==> src/rtl/zmc2_fetch_seq.sv <==
// zmc2_fetch_seq: sequences one 16-pixel sprite line through the ZMC2 dot shifter.
// Ports: CLK_12M/RESET (async, active-high); START/X/HFLIP line request from the
// attribute pipeline; BUSY/DONE status; ROM_REQ/ROM_HALF/ROM_ACK/ROM_DATA C-ROM
// fetch handshake; CR/LOAD/H/EVEN shifter controls; LB_ADDR/LB_WE line-buffer pair write.
module zmc2_fetch_seq #(
  parameter int XW = 9
) (
  input  logic          CLK_12M,
  input  logic          RESET,
  input  logic          START,
  input  logic [XW-1:0] X,
  input  logic          HFLIP,
  output logic          BUSY,
  output logic          DONE,
  output logic          ROM_REQ,
  output logic          ROM_HALF,
  input  logic          ROM_ACK,
  input  logic [31:0]   ROM_DATA,
  output logic [31:0]   CR,
  output logic          LOAD,
  output logic          H,
  output logic          EVEN,
  output logic [XW-2:0] LB_ADDR,
  output logic          LB_WE
);
  typedef enum logic [2:0] {IDLE, FETCH_A, LOAD_A, SHIFT_A, LOAD_B, SHIFT_B, FIN} state_t;
  state_t r_state, w_next;
  logic [XW-2:0] r_base;
  logic [2:0] r_cnt;
  logic [31:0] r_cr, r_next;
  logic r_h, r_even, r_req, r_half, r_nv;
  logic w_ack, w_start, w_a_end, w_b_rdy;
  // an ACK without an outstanding request is ignored
  assign w_ack = ROM_ACK & r_req;
  assign w_start = (r_state == IDLE) & START;
  assign w_b_rdy = r_nv | w_ack;
  // r_cnt sits at 4 while SHIFT_A stalls waiting for the second word
  assign w_a_end = (r_state == SHIFT_A) & (r_cnt[2] | (r_cnt == 3'd3));
  assign CR = r_cr;
  assign H = r_h;
  assign EVEN = r_even;
  assign ROM_REQ = r_req;
  assign ROM_HALF = r_half;
  always_ff @(posedge CLK_12M or posedge RESET)
    if (RESET) r_state <= IDLE;
    else r_state <= w_next;
  always_comb begin
    w_next = r_state;
    case (r_state)
      IDLE:    w_next = START ? FETCH_A : IDLE;
      FETCH_A: w_next = w_ack ? LOAD_A : FETCH_A;
      LOAD_A:  w_next = SHIFT_A;
      SHIFT_A: w_next = (w_a_end & w_b_rdy) ? LOAD_B : SHIFT_A;
      LOAD_B:  w_next = SHIFT_B;
      SHIFT_B: w_next = (r_cnt == 3'd7) ? FIN : SHIFT_B;
      default: w_next = IDLE;
    endcase
    BUSY = r_state != IDLE;
    DONE = r_state == FIN;
    LOAD = (r_state == LOAD_A) | (r_state == LOAD_B);
    LB_WE = ((r_state == SHIFT_A) & ~r_cnt[2]) | (r_state == SHIFT_B);
    LB_ADDR = LB_WE ? r_base + {{(XW-4){1'b0}}, r_cnt} : '0;
  end
  always_ff @(posedge CLK_12M or posedge RESET) begin
    if (RESET) begin
      r_base <= '0;
      r_cnt <= '0;
      r_cr <= '0;
      r_next <= '0;
      r_h <= 1'b0;
      r_even <= 1'b0;
      r_req <= 1'b0;
      r_half <= 1'b0;
      r_nv <= 1'b0;
    end else begin
      if (w_start) begin
        r_base <= X[XW-1:1];
        r_even <= X[0];
        r_h <= HFLIP;
        r_req <= 1'b1;
        r_half <= HFLIP;
        r_nv <= 1'b0;
        r_cnt <= '0;
      end
      // the first ACK immediately reissues for the other half; the second ends fetching
      if (w_ack) begin
        r_req <= r_state == FETCH_A;
        r_half <= ~r_h;
      end
      if (w_ack & (r_state == FETCH_A)) r_cr <= ROM_DATA;
      if (w_ack & ((r_state == LOAD_A) | (r_state == SHIFT_A))) begin
        r_next <= ROM_DATA;
        r_nv <= 1'b1;
      end
      // a word arriving in the hand-over cycle bypasses NEXT straight into CR
      if (w_a_end & w_b_rdy) begin
        r_cr <= r_nv ? r_next : ROM_DATA;
        r_nv <= 1'b0;
      end
      if (LB_WE) r_cnt <= r_cnt + 3'd1;
      if (r_state == LOAD_A) r_cnt <= '0;
    end
  end
endmodule
==> config.mk <==
export PLATFORM = sky130hd
export DESIGN_NAME = zmc2_fetch_seq
export DESIGN_NICKNAME = d
export VERILOG_FILES = /design/src/rtl/zmc2_fetch_seq.sv
export SDC_FILE = /design/constraint.sdc
export NUM_CORES = 1
export LEC_CHECK = 0
export CELL_PAD_IN_SITES_DETAIL_PLACEMENT = 1
export CELL_PAD_IN_SITES_GLOBAL_PLACEMENT = 2
export CORE_UTILIZATION = 43
export DETAILED_ROUTE_END_ITERATION = 8
export DONT_BUFFER_PORTS = 1
export PLACE_DENSITY_LB_ADDON = 0.1
export SYNTH_ARGS = -nofsm -noshare
export SYNTH_HDL_FRONTEND = slang
export SYNTH_SLANG_ARGS = --single-unit
==> constraint.sdc <==
create_clock -name CLK_12M -period 4.6 [get_ports CLK_12M]
set_clock_uncertainty 0.2 [all_clocks]
set_input_delay 0.46 -clock CLK_12M [delete_from_list [all_inputs] [get_ports CLK_12M]]
set_output_delay 0.46 -clock CLK_12M [all_outputs]
set_load 0.05 [all_outputs]
# Yosys cells after proc, flatten, opt, wreduce, memory -nomap -nowiden
# Cells that the tools add are included.
[op_classes]
add_sub_neg = 2
multipliers = 0
div = 0
magnitude_cmp = 0
n_eq_ne = 8
shifts = 0
muxes = 19
bitwise = 14
n_reduce_logical = 6
[op_table]
columns = ["operator", "count"]
rows = [
  ["32-bit two-way mux", 3],
  ["3-bit one-hot mux with 6 select lines", 1],
  ["3-bit == test, second input constant", 4],
  ["3-bit two-way mux", 4],
  ["3-bit by 2-bit == test with 1-bit output, second input constant", 3],
  ["3-bit nonzero test", 3],
  ["8-bit by 3-bit adder with 8-bit output", 1],
  ["1-bit two-way mux", 8],
  ["8-bit two-way mux", 1],
  ["1-bit AND", 7],
  ["1-bit bitwise OR", 5],
  ["2-bit two-way mux", 2],
  ["2-bit nonzero test", 2],
  ["3-bit by 1-bit adder with 3-bit output, second input constant", 1],
  ["3-bit by 1-bit == test with 1-bit output, second input constant", 1],
  ["3-bit logical NOT", 1],
  ["1-bit NOT", 2],
]
[word_totals]
reg_bits = 83
latch_bits = 0
mem_bits_rw = 0
rom_bits = 0
in_bits = 46
output_inout_bits = 48
word_cells = 59
mem_count = 0

# Longest topological paths before layout
# Gate-level depths: netlist (run 1).
[depth]
depth_word = 6
mapped_depth = 8
depth_no_buf = 6

# Least setup slack after synthesis (run 1)
# OpenSTA, ideal clock, no wires.
[synth_timing]
kind = "register to output"
start = "reg r_cnt[2]"
end = "out LB_ADDR[7]"
arrival_ns = 2.095
required_ns = 3.940
path_slack_ns = 1.845
stages_incl_launch_ff = 5
path_buffers = 0
cell_sequence = "dfrtp_1 -> ha_1 -> nor2_1 -> or4_1 -> a21oi_1"
[synth_via]
elab_chain_cells = 4
elab_cells_between_ends = 5
cone_classes = "add/sub (1); mux (1); bitwise (3)"
[synth_rtl]
columns = ["item", "line_no", "rtl"]
rows = [
  ["from (decl)", "29", "logic [2:0] r_cnt;"],
  ["from (signal assigned)", "100", "if (LB_WE) r_cnt <= r_cnt + 3'd1;"],
  ["parallel branches: the longest is 3 deep, another holds 8-bit by 3-bit adder with 8-bit output", "-", ""],
  ["8-bit two-way mux (*)", "62", "LB_ADDR = LB_WE ? r_base + {{(XW-4){1'b0}}, r_cnt} : '0;"],
  ["to (decl)", "23", "output logic [XW-2:0] LB_ADDR,"],
]
# Mark *: on every way between the ends.

# Worst setup path in the final report (run 1)
[layout_timing]
start = "reg r_cnt[0]"
end = "out LB_ADDR[6]"
[layout_via]
elab_chain_cells = 2
[layout_rtl]
columns = ["item", "line_no"]
rows = [
  ["8-bit by 3-bit adder with 8-bit output", "62"],
  ["8-bit two-way mux", "62"],
]
# Every way passes these cells.

==> results of run 1 <==
## cells in the final DEF (no fill, tap or decap), types with 2 or more instances in the layout
cell	netlist	routed
clkbuf_1	8	2
clkbuf_8	0	10
nor2_1	7	7
ha_1	6	6
nand2b_1	4	4
o21ai_0	5	5
buf_4	1	6
inv_1	41	40
or3_1	4	4
mux2_2	3	3
or4_1	2	2
xnor2_1	2	2
a211oi_1	2	2
nand2_1	37	37
o211ai_1	2	2
dlygate4sd3_1	0	2
nor2b_1	3	3
a21oi_1	11	11
mux2_4	29	29
nand3_1	2	2
clkinv_4	0	2
a221o_1	33	33
dfrtp_1	83	83
nand3b_1	2	2
nor3_1	32	32
o31ai_1	3	3
## timing repair
action / in CTS / in global routing
hold endpoints to repair: 2 / 0
hold buffers: 2 / 0
buffers inserted: 0 / 0
## per-stage QoR
stage | hold slack, ps | total power, mW
floorplan | 252.3 | 2.741
global placement | 272.8 | 2.958
detailed placement | 273.3 | 2.999
CTS | 0.4153 | 3.500
global route | 8.867 | 3.679
finish | -19.51 | 3.459
## cell families after synthesis
| kind of cell | count (synthesis) |
|---|---|
| and+or+nand+nor | 102 |
| xor gates and xnor gates | 2 |
| DFF | 83 |
| muxes | 33 |
| AOI/OAI and AO/OA | 65 |
| adders and majority gates | 7 |
| buffers and inverters | 65 |
## routing by layer
layer | vias up | GRT usage [%]
met3 | 7 | 5.177
met4 | 0 | 5.166
met1 | 1395 | 28.70
met5 | - | 0
met2 | 70 | 33.15
li1 | 1252 | -
## path summary, 6_finish.rpt
kind / endpoint / slack, ps / cells past startpoint
setup / recovery: LB_ADDR[6] / 1290 / 5
hold / removal: r_base[7]$_DFFE_PP0P_ / -20 / 1
setup reg to reg: r_next[14]$_DFFE_PP0P_ / 1960 / 4
hold reg to reg: r_base[0]$_DFFE_PP0P_ / 290 / 2
max in group asynchronous: CR[17]$_DFFE_PP0P_ / 3280 / 2
min in group CLK_12M: r_base[7]$_DFFE_PP0P_ / 10 / 2
## power breakdown
group | internal, mW | total (mW) | switching, mW
logic | 0.537 | 1.20 | 0.663
registers | 1.05 | 1.78 | 0.729
clock network | 0.215 | 0.482 | 0.267
total | 1.80 | 3.46 | 1.66
## registers in the layout (all words and copies together), names as in the netlist
| name | flops |
|---|---|
| r_base | 8 |
| ROM_REQ | 1 |
| EVEN | 1 |
| CR | 32 |
| r_next | 32 |
| ROM_HALF | 1 |
| r_state | 3 |
| H | 1 |
| r_nv | 1 |
| r_cnt | 3 |
## layout make-up
type | count | area share, %
Clock buffer | 12 | 3.405
Clock inverter | 4 | 0.7925
Inverter | 41 | 3.640
Multi-Input combinational cell | 209 | 38.74
Sequential cell | 83 | 48.72
Tap cell | 108 | 3.170
Timing Repair Buffer | 8 | 1.526
==> results.md, run 1 <==
- Min Hold Slack: -19.51 ps
- Post-Synth XOR/XNOR Area: less than 1%
- TritonCTS Buffers: 9
- Area after DPL: between 4000 and 5000 sq um
- Initial core utilization: 45.14%
- Met1 wire length: 4400 microns
- EDFF count, synth: 0
- H-tree lvl count: 3
- Non-Filler Instances: 465
- CP Buf/Inv Count: 0
- Core area: 8891 sq um
- Fin area: 4263 sq um
- Share of layout cells above drive strength 1: 16.25%
- Largest net degree at the start of global routing: 58
- Synth cell count leaders: 83 x dfrtp_1, 41 x inv_1, 37 x nand2_1
- Slew Limit Headroom: 22.21%
- Slew Limit Fails: 0
- Vias per cell: 5.858
- Yosys top cell area share: between 50% and 60%
- Max-cap violations: 0
- CTS tree: yes
- Max Clock Freq: a little over 300 MHz
- Crit path largest cell delay: 800 ps
- Final nets: a little over 400
- Pwr per Cell Area: slightly above 800 nW/um^2
- Cell Chain, Critical Path: ha_1 > fa_1 > a21oi_1 > o21ai_0 > a21oi_1
- Status: finished, violations left
- Worst R2R Start: ROM_REQ$_DFFE_PP0P_
- Via count: 2,724
- Reg clk slew, reported paths: 90 ps
- First-pass GRT wire length: 15,840 microns
- Die ar.: 9725 sq um
- Fin worst setup slack: 1288 ps
- Mean post-synth cell area: 11.24 sq um
- Nature of the critical path startpoint: flop
- Final hold violations: 11
- Delay-heaviest family, CP: compound AO/OA/AOI/OAI gates
- CTS Root Cell: clkbuf_8
- Filler Cells Inserted: just under 1,000
- Final Util: a little under half
- Drt drc: 0
- Die Span Y: 98.62 microns
- Buffers on Ports: 0
- Global Route Usage Sum: 20.84%
- Top Metal Used: met4
- Place WS: roughly 1600 ps
- Mapped Area: around 4000 sq um
- Inst Count DP: between 400 and 500
- Setup-failing EPs final: 0
- Clock Path Buffers: 2
- Worst path required time: 3940 ps
- Peak supply drop: 417.6 uV
- Critical Path AT: 2650 ps
- Post-synth net total: between 400 and 500
- Minimum clock period: ~3300 ps
- Asr flop ratio synth: 100.0%
- Reg area: 2077 sq um
- Crit-path most repeated cell: a21oi_1
- Total grt overflow: 0
- HPWL Detailed: about 6200 microns
- # IOs: 94
- Compound-gate portion of the synthesized area: 13.25%
- Final WL: 9425 microns
- Post-Synth Adder-Cell Area: ~2.4%
- Largest cells by area after synthesis: dfrtp_1 52%, mux2_4 11%, a221o_1 8.2%, nor3_1 4.0%, inv_1 3.8%
- Sequential share of the synthesized area: 51.75%
- Failing checks: negative hold slack
- Vias in the first global route: 2,961
- Post-DRT Antenna Nets: 0
- Crit Path Max Fanout: 5
- 1st-pass router iterations: 4
- Final setup TNS: 0 ps
- Antenna violations before repair: 0
- Area Overhead vs Synth: 6.203%
- Routability cong.: 0.7457
- Cell count after synthesis: 357
- Crit share post-route: 72.00%
- Main combinational cell family by area after synthesis: compound AO/OA/AOI/OAI gates
- Clk_lat worst skew: around 350 ps
- CP max stage cell: a21oi_1
- Mux contribution to synthesized area: 11.94%
- Footprint of the multi-input gates: 1652 sq um
- Die Wd: 98.62 microns
- Top_reg_cell synth: dfrtp_1
- DR WL met2: 4477 microns
- Slew @ Worst Pin: 1164 ps
- Crit end category: output pin
- Hold Crit Class: input port to asynchronous set/reset pin
- Area leader, netlist: dfrtp_1
- Worst setup startpoint: r_cnt[0]$_DFFE_PP0P_
- Std cell rows: 34
- CTS resizes: 0
- Unrepaired setup endpoints after global routing: false
- Yosys warns: 0
- Clk sink count: 83
- CP Class: flop to output pin
- # diodes: 0
- Yosys reg bits: 83
- Area share of and/or/nand/nor cells after synthesis: 12.72%
- Leakage power total: 2.023 nW
- Initial DRC count: 84
- Most common cell in the netlist: dfrtp_1
- Wire per inst: 20.27 microns
- Met3 wire length: 478 microns
- Unique masters post-synth: 46
(Power assumes the default switching activity.)
==> run 2, diff against run 1 <==
CORE_UTILIZATION = 40   (was 43)
clock period = 3.1 ns   (was 4.6 ns; I/O delays follow)
==> results.md, run 2 (synthesis gave the netlist of run 1 again) <==
- Status: finished, final reports clean (was finished, violations left)
- Reg clk slew, reported paths: 90 ps (about the same)
- Unrepaired setup endpoints after global routing: false (unchanged)
- Setup Buffers After CTS: 0 (unchanged)
- Clk sink count: 83 (unchanged)
- Slew Limit Headroom: 58.82% (was 22.21%)
- Final WL: 10,300 microns (was 9425 microns)
- Setup-failing EPs final: 0 (unchanged)
- Hold_buf cts: 44 (was 2)
- Core area: 9729 sq um (was 8891 sq um)
- Commonest cells after routing, fill and taps aside: 83 x dfrtp_1, 44 x dlygate4sd3_1, 40 x inv_1, 37 x nand2_1, 33 x a221o_1 (was 83 x dfrtp_1, 40 x inv_1, 37 x nand2_1, 33 x a221o_1, 32 x nor3_1)
- Die ar.: 10,440 sq um (was 9725 sq um)
- Largest net degree at the start of global routing: 66 (was 58)
- Initial core utilization: 41.26% (was 45.14%)
- Filler Cells Inserted: 1,077 (was 966)
- Commonest non-fill, non-tap cell in the layout: dfrtp_1 (unchanged)
- Max Clock Freq: 365.4 MHz
- 1st-pass router iterations: 4 (unchanged)
- Critical Path AT: 2230 ps (was 2650 ps)
- Max-cap violations: 0 (unchanged)
- Wire per inst: 18.82 microns (was 20.27 microns)
- Total grt overflow: 0 (unchanged)
- HPWL Detailed: 6535 microns (was 6228 microns)
- Worst path required time: 2590 ps (was 3940 ps)
- Final nets: 462 (was 405)
- R2R depth: 4 (unchanged)
- Worst reg2reg endpoint: r_next[6]$_DFFE_PP0P_ (was r_next[14]$_DFFE_PP0P_)
- H-tree lvl count: 3 (unchanged)
- Crit share post-route: between 80% and 90%
- Worst R2R Start: r_state[1]$_DFF_PP0_ (was ROM_REQ$_DFFE_PP0P_)
- Peak supply drop: 399.0 uV (was 417.6 uV)
- Initial DRC count: 93 (was 84)
- CTS tree: yes (unchanged)
- Slew @ Worst Pin: 614.0 ps (was 1164 ps)
- # IOs: 94 (unchanged)
- Hold Crit Class: input port to flop (was input port to asynchronous set/reset pin)
- Std cell rows: 36 (was 34)
- Area Overhead vs Synth: 20.51% (was 6.203%)
- FF-to-FF setup slack: 600 ps (was 1960 ps)
- Routability cong.: 0.7662 (was 0.7457)
- Via count: 2,979 (was 2,724)
- # diodes: 0 (unchanged)
- Clock Path Buffers: 2 (unchanged)
- CTS Root Cell: clkbuf_8 (unchanged)
- CTS resizes: 0 (unchanged)
- Global Route Usage Sum: 21.17% (was 20.84%)
- Area after DPL: 4220 sq um (was 4064 sq um)
- Fin area: 4837 sq um (was 4263 sq um)
- Vias in the first global route: 3,186 (was 2,961)
- Leakage power total: 2.278 nW (was 2.023 nW)
- TritonCTS Buffers: 9 (unchanged)
- Nature of the critical path startpoint: flop (unchanged)
- Final hold violations: 0 (was 11)
- Crit Path Max Fanout: 8 (was 5)
- Final setup TNS: 0 ps (unchanged)
- Die Wd: 102.2 microns (was 98.62 microns)
- Minimum clock period: between 2000 and 3000 ps
- Share of layout cells above drive strength 1: 17.87% (was 16.25%)
- Min Hold Slack: 49.15 ps (was -19.51 ps)
- Vias per cell: 5.446 (was 5.858)
- Pwr per Cell Area: 1099 nW/um^2 (was 811.5 nW/um^2)
- Antenna violations before repair: 0 (unchanged)
- End point of the critical path: LB_ADDR[3] (was LB_ADDR[6])
- Buffers on Ports: 0 (unchanged)
- Slew Limit Fails: 0 (unchanged)
- Drt drc: 0 (unchanged)
- Die Span Y: 102.2 microns (was 98.62 microns)
- Clk_lat worst skew: 350 ps (about the same)
- Crit end category: output pin (unchanged)
- CP Class: flop to output pin (unchanged)
- Worst setup startpoint: r_cnt[2]$_DFFE_PP0P_ (was r_cnt[0]$_DFFE_PP0P_)
- Post-DRT Antenna Nets: 0 (unchanged)
- First-pass GRT wire length: 16,730 microns (was 15,840 microns)
-- run 2: cell count changes in the layout (fill, tap and decap cells not counted), sizes merged --
cell / previous run / this run
clkinvlp: 1 / 2
dlygate4sd3: 2 / 44
clkbuf: 12 / 10
clkinv: 3 / 2
inv: 41 / 43
buf: 6 / 21
-- run 2: critical path, stage by stage, from the launching register on --
cell and delay (ps):
dfrtp_1 480, ha_1 250, a211oi_1 540, o21ai_0 190, a21oi_1 190, buf_4 220
-- run 2: stage by stage --
stage	util [%]	instances	setup WS (ps)	power, mW
after global routing	49.72	547	163.8	5.669
after CTS	49.72	547	337.4	5.370
final	49.72	547	363.5	5.318
after floorplan	-	357	453.2	4.067
after global placement	43.38	487	626.7	4.503
after detailed placement	43.38	487	614.1	4.559
-- run 2: worst min path at each step --
stage,from,cells after the start,to,slack (ps)
after floorplan,ROM_ACK,1,ROM_REQ$_DFFE_PP0P_,200
after global placement,RESET,1,CR[10]$_DFFE_PP0P_,-4
final,ROM_ACK,2,r_state[2]$_DFF_PP0_,50
after global routing,ROM_ACK,2,r_state[2]$_DFF_PP0_,60
after detailed placement,RESET,1,r_base[3]$_DFFE_PP0P_,-2
after CTS,ROM_ACK,2,r_state[2]$_DFF_PP0_,30
-- run 2: report_power, final --
group          switching (mW)  total [mW]  internal, mW
sequential               1.06        2.62          1.56
clock                   0.434       0.736         0.302
combinational            1.05        1.96         0.914
-- run 2: area by class of cell --
| cell class | instances | area, sq um | share of cell area, % |
|---|---|---|---|
| Clock inverter | 6 | 48.80 | 1.009 |
| Clock buffer | 10 | 127.6 | 2.638 |
| Inverter | 41 | 155.1 | 3.207 |
| Multi-Input combinational cell | 209 | 1652 | 34.14 |
| Sequential cell | 83 | 2077 | 42.94 |
| Tap cell | 133 | 166.4 | 3.440 |
| Timing Repair Buffer | 65 | 610.6 | 12.62 |
-- run 2: routing by layer --
metal | wire [microns] | track usage [%] | vias to the layer above
li1 | - | - | 1372
met5 | 0 | 0 | -
met1 | 4851 | 28.83 | 1548
met2 | 5003 | 34.69 | 51
met3 | 351 | 3.694 | 8
met4 | 90 | 5.934 | 0
